**config.mk**
```make
export PLATFORM = sky130hd
export DESIGN_NAME = read_data_router
export DESIGN_NICKNAME = d
export VERILOG_FILES = /design/src/rtl/axi_r_pkg.sv /design/src/rtl/r_master_port.sv /design/src/rtl/read_data_router.sv
export SDC_FILE = /design/constraint.sdc
export NUM_CORES = 1
export LEC_CHECK = 0
export CAP_MARGIN = 20
export CORE_AREA = 2 2 103 85
export DETAILED_ROUTE_END_ITERATION = 10
export DIE_AREA = 0 0 105 87
export GPL_TIMING_DRIVEN = 0
export PLACE_DENSITY = 0.93
export SLEW_MARGIN = 20
export SYNTH_ARGS = -nofsm -noshare
export SYNTH_HDL_FRONTEND = slang
export SYNTH_HIERARCHICAL = 1
export SYNTH_SLANG_ARGS = --single-unit
```
**constraint.sdc**
```tcl
create_clock -name ACLK -period 2.7 [get_ports ACLK]
set_clock_uncertainty 0.15 [all_clocks]
set_input_delay 0.675 -clock ACLK [delete_from_list [all_inputs] [get_ports ACLK]]
set_output_delay 0.675 -clock ACLK [all_outputs]
set_load 0.01 [all_outputs]
```
**src/rtl/axi_r_pkg.sv**
```systemverilog
// Shared types and constants for the AXI read-data return path.
// Holds the grant FSM encoding, master tags and round-robin helper.
package axi_r_pkg;

  typedef enum logic {
    R_IDLE,
    R_BURST
  } r_state_e;

  localparam logic [3:0] TAG_M0 = 4'h0;
  localparam logic [3:0] TAG_M1 = 4'h1;

  localparam int NUM_RSLAVES = 3;

  // Successor in the slave ring 0 -> 1 -> 2 -> 0.
  function automatic logic [1:0] rr_next(input logic [1:0] i);
    return (i == 2'd2) ? 2'd0 : i + 2'd1;
  endfunction

endpackage

```
**src/rtl/r_master_port.sv**
```systemverilog
// One master's return port: burst-locked round-robin grant over three slaves.
// Ports: clk_i/rst_i, per-slave tag/rid/data/resp/last/valid in,
// rready_m_i from master, rready_s_o to slaves, routed R channel out.
module r_master_port
  import axi_r_pkg::*;
#(
  parameter int MIDX   = 0,
  parameter int DATA_W = 32,
  parameter int ID_W   = 4
) (
  input  logic                   clk_i,
  input  logic                   rst_i,
  input  logic [3:0]             tag_i   [NUM_RSLAVES],
  input  logic [ID_W-1:0]        rid_i   [NUM_RSLAVES],
  input  logic [DATA_W-1:0]      rdata_i [NUM_RSLAVES],
  input  logic [1:0]             rresp_i [NUM_RSLAVES],
  input  logic [NUM_RSLAVES-1:0] rlast_i,
  input  logic [NUM_RSLAVES-1:0] rvalid_i,
  input  logic                   rready_m_i,
  output logic [NUM_RSLAVES-1:0] rready_s_o,
  output logic [ID_W-1:0]        rid_o,
  output logic [DATA_W-1:0]      rdata_o,
  output logic [1:0]             rresp_o,
  output logic                   rlast_o,
  output logic                   rvalid_o
);

  r_state_e state_q, state_d;
  logic [1:0] g_q, g_d;
  logic [1:0] p_q, p_d;
  logic [NUM_RSLAVES-1:0] hit, req;
  logic [1:0] pick, cand;
  logic found, done;

  always_comb begin
    for (int k = 0; k < NUM_RSLAVES; k++) begin
      hit[k] = (tag_i[k] == MIDX[3:0]);
    end
  end

  assign req = rvalid_i & hit;

  // Scan p, p+1, p+2 (mod 3) and take the first requester.
  always_comb begin
    pick  = p_q;
    found = 1'b0;
    cand  = p_q;
    for (int i = 0; i < NUM_RSLAVES; i++) begin
      if (!found && req[cand]) begin
        pick  = cand;
        found = 1'b1;
      end
      cand = rr_next(cand);
    end
  end

  always_ff @(posedge clk_i) begin
    if (rst_i) begin
      state_q <= R_IDLE;
      g_q     <= 2'd0;
      p_q     <= 2'd0;
    end else begin
      state_q <= state_d;
      g_q     <= g_d;
      p_q     <= p_d;
    end
  end

  assign done = rvalid_o & rready_m_i & rlast_o;

  always_comb begin
    state_d = state_q;
    g_d     = g_q;
    p_d     = p_q;
    unique case (state_q)
      R_IDLE: begin
        if (|req) begin
          state_d = R_BURST;
          g_d     = pick;
        end
      end
      R_BURST: begin
        if (done) begin
          state_d = R_IDLE;
          p_d     = rr_next(g_q);
        end
      end
      default: state_d = R_IDLE;
    endcase
  end

  always_comb begin
    rready_s_o = '0;
    rid_o      = '0;
    rdata_o    = '0;
    rresp_o    = '0;
    rlast_o    = 1'b0;
    rvalid_o   = 1'b0;
    if (state_q == R_BURST) begin
      rvalid_o        = rvalid_i[g_q] & hit[g_q];
      rready_s_o[g_q] = rready_m_i;
      rid_o           = rid_i[g_q];
      rdata_o         = rdata_i[g_q];
      rresp_o         = rresp_i[g_q];
      rlast_o         = rlast_i[g_q];
    end
  end

endmodule

```
**src/rtl/read_data_router.sv**
```systemverilog
// AXI R-channel return router: three slaves (ROM/IM/DM) to two masters.
// Ports: ACLK/ARESET, R channels of S0..S2 in, M0/M1 out, bad_tag_err.
module read_data_router
  import axi_r_pkg::*;
#(
  parameter int DATA_W = 32,
  parameter int IDS_W  = 8,
  parameter int ID_W   = 4
) (
  input  logic              ACLK,
  input  logic              ARESET,
  input  logic [IDS_W-1:0]  RID_S0,
  input  logic [DATA_W-1:0] RDATA_S0,
  input  logic [1:0]        RRESP_S0,
  input  logic              RLAST_S0,
  input  logic              RVALID_S0,
  output logic              RREADY_S0,
  input  logic [IDS_W-1:0]  RID_S1,
  input  logic [DATA_W-1:0] RDATA_S1,
  input  logic [1:0]        RRESP_S1,
  input  logic              RLAST_S1,
  input  logic              RVALID_S1,
  output logic              RREADY_S1,
  input  logic [IDS_W-1:0]  RID_S2,
  input  logic [DATA_W-1:0] RDATA_S2,
  input  logic [1:0]        RRESP_S2,
  input  logic              RLAST_S2,
  input  logic              RVALID_S2,
  output logic              RREADY_S2,
  output logic [ID_W-1:0]   RID_M0,
  output logic [DATA_W-1:0] RDATA_M0,
  output logic [1:0]        RRESP_M0,
  output logic              RLAST_M0,
  output logic              RVALID_M0,
  input  logic              RREADY_M0,
  output logic [ID_W-1:0]   RID_M1,
  output logic [DATA_W-1:0] RDATA_M1,
  output logic [1:0]        RRESP_M1,
  output logic              RLAST_M1,
  output logic              RVALID_M1,
  input  logic              RREADY_M1,
  output logic              bad_tag_err
);

  logic [3:0]             tag    [NUM_RSLAVES];
  logic [ID_W-1:0]        rid_lo [NUM_RSLAVES];
  logic [DATA_W-1:0]      rdata  [NUM_RSLAVES];
  logic [1:0]             rresp  [NUM_RSLAVES];
  logic [NUM_RSLAVES-1:0] rlast, rvalid, drain, rr0, rr1;
  logic bad_q, bad_d;

  assign tag[0]    = RID_S0[IDS_W-1 -: 4];
  assign tag[1]    = RID_S1[IDS_W-1 -: 4];
  assign tag[2]    = RID_S2[IDS_W-1 -: 4];
  assign rid_lo[0] = RID_S0[ID_W-1:0];
  assign rid_lo[1] = RID_S1[ID_W-1:0];
  assign rid_lo[2] = RID_S2[ID_W-1:0];
  assign rdata[0]  = RDATA_S0;
  assign rdata[1]  = RDATA_S1;
  assign rdata[2]  = RDATA_S2;
  assign rresp[0]  = RRESP_S0;
  assign rresp[1]  = RRESP_S1;
  assign rresp[2]  = RRESP_S2;
  assign rlast     = {RLAST_S2, RLAST_S1, RLAST_S0};
  assign rvalid    = {RVALID_S2, RVALID_S1, RVALID_S0};

  // Beats whose tag names neither master are swallowed in place.
  always_comb begin
    for (int k = 0; k < NUM_RSLAVES; k++) begin
      drain[k] = rvalid[k] & (tag[k] != TAG_M0) & (tag[k] != TAG_M1);
    end
  end

  r_master_port #(
    .MIDX(0), .DATA_W(DATA_W), .ID_W(ID_W)
  ) u_m0 (
    .clk_i(ACLK), .rst_i(ARESET),
    .tag_i(tag), .rid_i(rid_lo), .rdata_i(rdata),
    .rresp_i(rresp), .rlast_i(rlast), .rvalid_i(rvalid),
    .rready_m_i(RREADY_M0), .rready_s_o(rr0),
    .rid_o(RID_M0), .rdata_o(RDATA_M0), .rresp_o(RRESP_M0),
    .rlast_o(RLAST_M0), .rvalid_o(RVALID_M0)
  );

  r_master_port #(
    .MIDX(1), .DATA_W(DATA_W), .ID_W(ID_W)
  ) u_m1 (
    .clk_i(ACLK), .rst_i(ARESET),
    .tag_i(tag), .rid_i(rid_lo), .rdata_i(rdata),
    .rresp_i(rresp), .rlast_i(rlast), .rvalid_i(rvalid),
    .rready_m_i(RREADY_M1), .rready_s_o(rr1),
    .rid_o(RID_M1), .rdata_o(RDATA_M1), .rresp_o(RRESP_M1),
    .rlast_o(RLAST_M1), .rvalid_o(RVALID_M1)
  );

  assign RREADY_S0 = rr0[0] | rr1[0] | drain[0];
  assign RREADY_S1 = rr0[1] | rr1[1] | drain[1];
  assign RREADY_S2 = rr0[2] | rr1[2] | drain[2];

  assign bad_d = bad_q | (|drain);

  always_ff @(posedge ACLK) begin
    if (ARESET) bad_q <= 1'b0;
    else        bad_q <= bad_d;
  end

  assign bad_tag_err = bad_q;

endmodule

```
==> results of run 1 <==
final cells by class:
type	instances	area share
multi-input cells	419	0.4801
repair buffers	228	0.3870
plain buffers	37	0.05432
flip-flops and latches	11	0.03989
well taps	112	0.02524
clock buffers	4	0.008114
inverters	8	0.005409
registers in the layout, indices dropped and copies added, names as in the netlist:
name / cells
bad_tag_err: 1
u_m0/g_q: 2
u_m1/p_q: 2
u_m0/p_q: 2
u_m0/state_q: 1
u_m1/state_q: 1
u_m1/g_q: 2
power groups by stage:
stage / Clock (W) / Combinational, W / Sequential (W)
global route: 0.000181 / 0.000782 / 0.000188
floorplan: 0 / 0.000321 / 0.000187
CTS: 0.000171 / 0.000710 / 0.000186
detailed placement: 0 / 0.000727 / 0.000189
global placement: 0 / 0.000709 / 0.000188
finish: 0.000171 / 0.000733 / 0.000186
through the flow:
stage | setup TNS (ns) | hold WS (ns)
after global placement | -13.70 | 0.3281
after CTS | -0.1931 | 0.3802
after global routing | 0 | 0.4145
final | -0.01194 | 0.3831
after detailed placement | -15.68 | 0.3688
after floorplan | 0 | 0.3518
what timing repair did:
action / in CTS / in global routing
gates cloned: 0 / 0
setup buffers: 5 / 4
endpoints found under the setup margin: 83 / 49
resized for setup: 149 / 63
pin swaps: 8 / 3
layout by cell type, fill, tap and decap left out, types with 7 or more instances in the layout:
| cell type | n |
|---|---|
| buf_2 | 12 |
| dlygate4sd2_1 | 51 |
| buf_4 | 12 |
| clkbuf_2 | 10 |
| nand3_1 | 7 |
| nor2_1 | 161 |
| dfxtp_1 | 10 |
| buf_6 | 10 |
| mux2i_1 | 76 |
| clkbuf_1 | 9 |
| a21oi_1 | 79 |
| clkdlybuf4s15_1 | 33 |
| clkdlybuf4s50_1 | 117 |
metal layers:
layer,vias up,global-route usage,share of wire
met4,0,0.1297,0.031
met5,-,0,0
met1,2202,0.3539,0.39
li1,2150,-,-
met3,42,0.06432,0.097
met2,318,0.5567,0.48
cells in the mapped netlist, types with 3 or more instances:
cell type,instances
nor2_1,162
a21oi_1,80
mux2i_1,76
clkbuf_1,13
dfxtp_1,11
nand3_1,8
nand2_1,6
a31oi_1,5
buf_1,5
buf_2,5
buf_4,5
buf_6,5
inv_1,5
nor2b_1,5
nor2_2,4
nor3_1,4
o21ai_0,4
a22oi_1,3
and2_1,3
buf_12,3
nand2b_1,3
nand4_1,3
nor3b_2,3
nor4_1,3
o31a_1,3
or3_1,3
worst paths after layout:
kind,start,end,slack (ns),depth (start not counted)
max,RDATA_S2[22],RDATA_M1[22],-0.01,6
max reg2reg,u_m0/g_q[1],u_m0/p_q[0],1.10,6
min,bad_tag_err,bad_tag_err,0.38,1
min reg2reg,bad_tag_err,bad_tag_err,0.38,1
cell families (layout without fill, tap and decap cells):
family / after synthesis / count (layout) / share of synthesized area
mux: 78 / 78 / 0.2558
simple gates: 222 / 222 / 0.3420
buf+inv: 45 / 277 / 0.09475
flops: 11 / 11 / 0.07157
xor+xnor: 2 / 2 / 0.005694
compound gates: 117 / 117 / 0.2302
worst register-to-register path: cells and delay by family (launching register included):
kind	cells	cell delay, ns
AO/OA/AOI/OAI	3	0.31
buffers and inverters	2	0.35
flip-flops	1	0.32
AND/OR/NAND/NOR	1	0.34
==> out/metrics.csv, run 1 <==
stage;metric;value;unit
status;status;finished, violations left;
status;violations;negative setup slack;
finish;utilization;0.6784;
detailed_routing;drt_wl_total;15300;um
synth;yosys-top-cells-area;mux2i_1, nor2_1, a21oi_1;
worst_setup_path;cp_slowest_cell;clkdlybuf4s50_1;
timing;fin_crit_sh;1.004;
finish;final_area;0.005552;mm^2
finish;layout.nets;844;
synth;async_flop_share;0;
min_path;min_path_type;reg2reg;
timing;grt_setup_unrepaired;no;
global_routing;grt_max_degree;11;
pwr;p_sw_frac;0.4015;
detailed_routing;avgViaCountPerCell;5.753;
pwr;switching_power;0.0004378;W
timing;relSlewSlack;0.5969;
worst_setup_path;critical_path.max_fanout;2;
worst_setup_path;critPathTopFamily;buffers and inverters;
synth;synth_edf_count;0;
worst_setup_path;end_kind;output port;
detailed_routing;wl_per_cell;18.68;um
timing;layout_setup_ws;-0.01194;ns
synth;synth_cell_types;60;
pwr;p_int;0.0006526;W
timing;min_period;2.712;ns
timing;tightest_slew;0.6047;ns
pwr;ir_drop;0.1462;mV
job;maxCapViolCount;0;
worst_setup_path;crit_buf_inv;2;
finish;drive_gt1_frac;0.1245;
clock_network;cts_buffer_depth;2;
die;die_height;87;um
clock_network;cts_max_level;1;
placement;portBuffers;219;
clock_network;clock_sinks;11;
synth;syn-cell-area;0.003077;mm^2
placement;dpl.cell_count;806;
finish;regArea;221.5;um^2
clock_network;clk_pin_slew;0.05;ns
global_routing;antenna_found_initial;0;
worst_setup_path;cp_common_cell;nor2_1;
worst_setup_path;critical_path_required;1.88;ns
finish;multi_input_area;0.002665;mm^2
clock_network;cts_root_buffer;clkbuf_8;
synth;yosysSeqAreaShare;0.07157;
synth;ys_warn_count;6;
die;io_pins;220;
global_routing;grt_overflow;0;
finish;instances_no_fill;819;
placement;dpl_cell_area;0.005409;mm^2
die;rows;30;
synth;synth_top_area_cell;mux2i_1;
die;core;0.008183;mm^2
pwr;p_seq_frac;0.171;
die;initial_core_util;0.3760;
pwr;power_frac_clock;0.157;
timing;setup_viol_count_final;1;
synth;synth_top_area_share;0.2473;
worst_setup_path;slowest_delay;0.43;ns
finish;insertedDiodeCount;0;
clock_network;clkLatencyLatePin;0.24;ns
worst_setup_path;crit_path_cell_trace;clkdlybuf4s50_1 -> mux2i_1 -> nor2_1 -> a21oi_1 -> nor2_1 -> dlygate4sd2_1;
global_routing;grt_use_total;0.3072;
clock_network;cts_hold_buffers;0;
synth;synthCells;475;
worst_setup_path;critPathKind;in2out;
finish;fillers;725;
pwr;p_per_area;196.4;mW/mm^2
detailed_routing;drtAntennaViolNets;0;
detailed_routing;drcViolationCount;0;
synth;synth_area_per_cell;6.477;um^2
detailed_routing;vias;4712;
synth;syn_nets;611;
placement;dp_hpwl;11730;um
pwr;power_frac_comb;0.672;
pwr;p_leak;2.252;nW
global_routing;grt_pass1_vias;4654;
placement;gp_congestion;0.9681;
timing;drv_slew;0;
finish;areaGrowthSynthToFinish;80.44;%
die;die_x;105;um
timing;fmax;368.7;MHz
synth;ys_ff_latch;11;
synth;ys.flop_type;dfxtp_1;
clock_network;cts_buffers;3;
clock_network;cts_tree;yes;
global_routing;grt_first_pass_wirelength;22710;um
detailed_routing;dr.pass1.iters;6;
die;die-area;0.009135;mm^2
worst_setup_path;startpoint_type;input pin;
placement;place_ws;-0.7500;ns
detailed_routing;drt_iter0_markers;293;
worst_setup_path;arrival;1.89;ns
pwr;finalPower;0.001090;W
timing;finalHoldViolCount;0;
(Power assumes the default switching activity.)
==> run 2: changes to the inputs <==
CTS_CLUSTER_DIAMETER = 80   (was default)
==> results of run 2 <==
No change in the layout: final DEF, timing and power equal those of run 1.
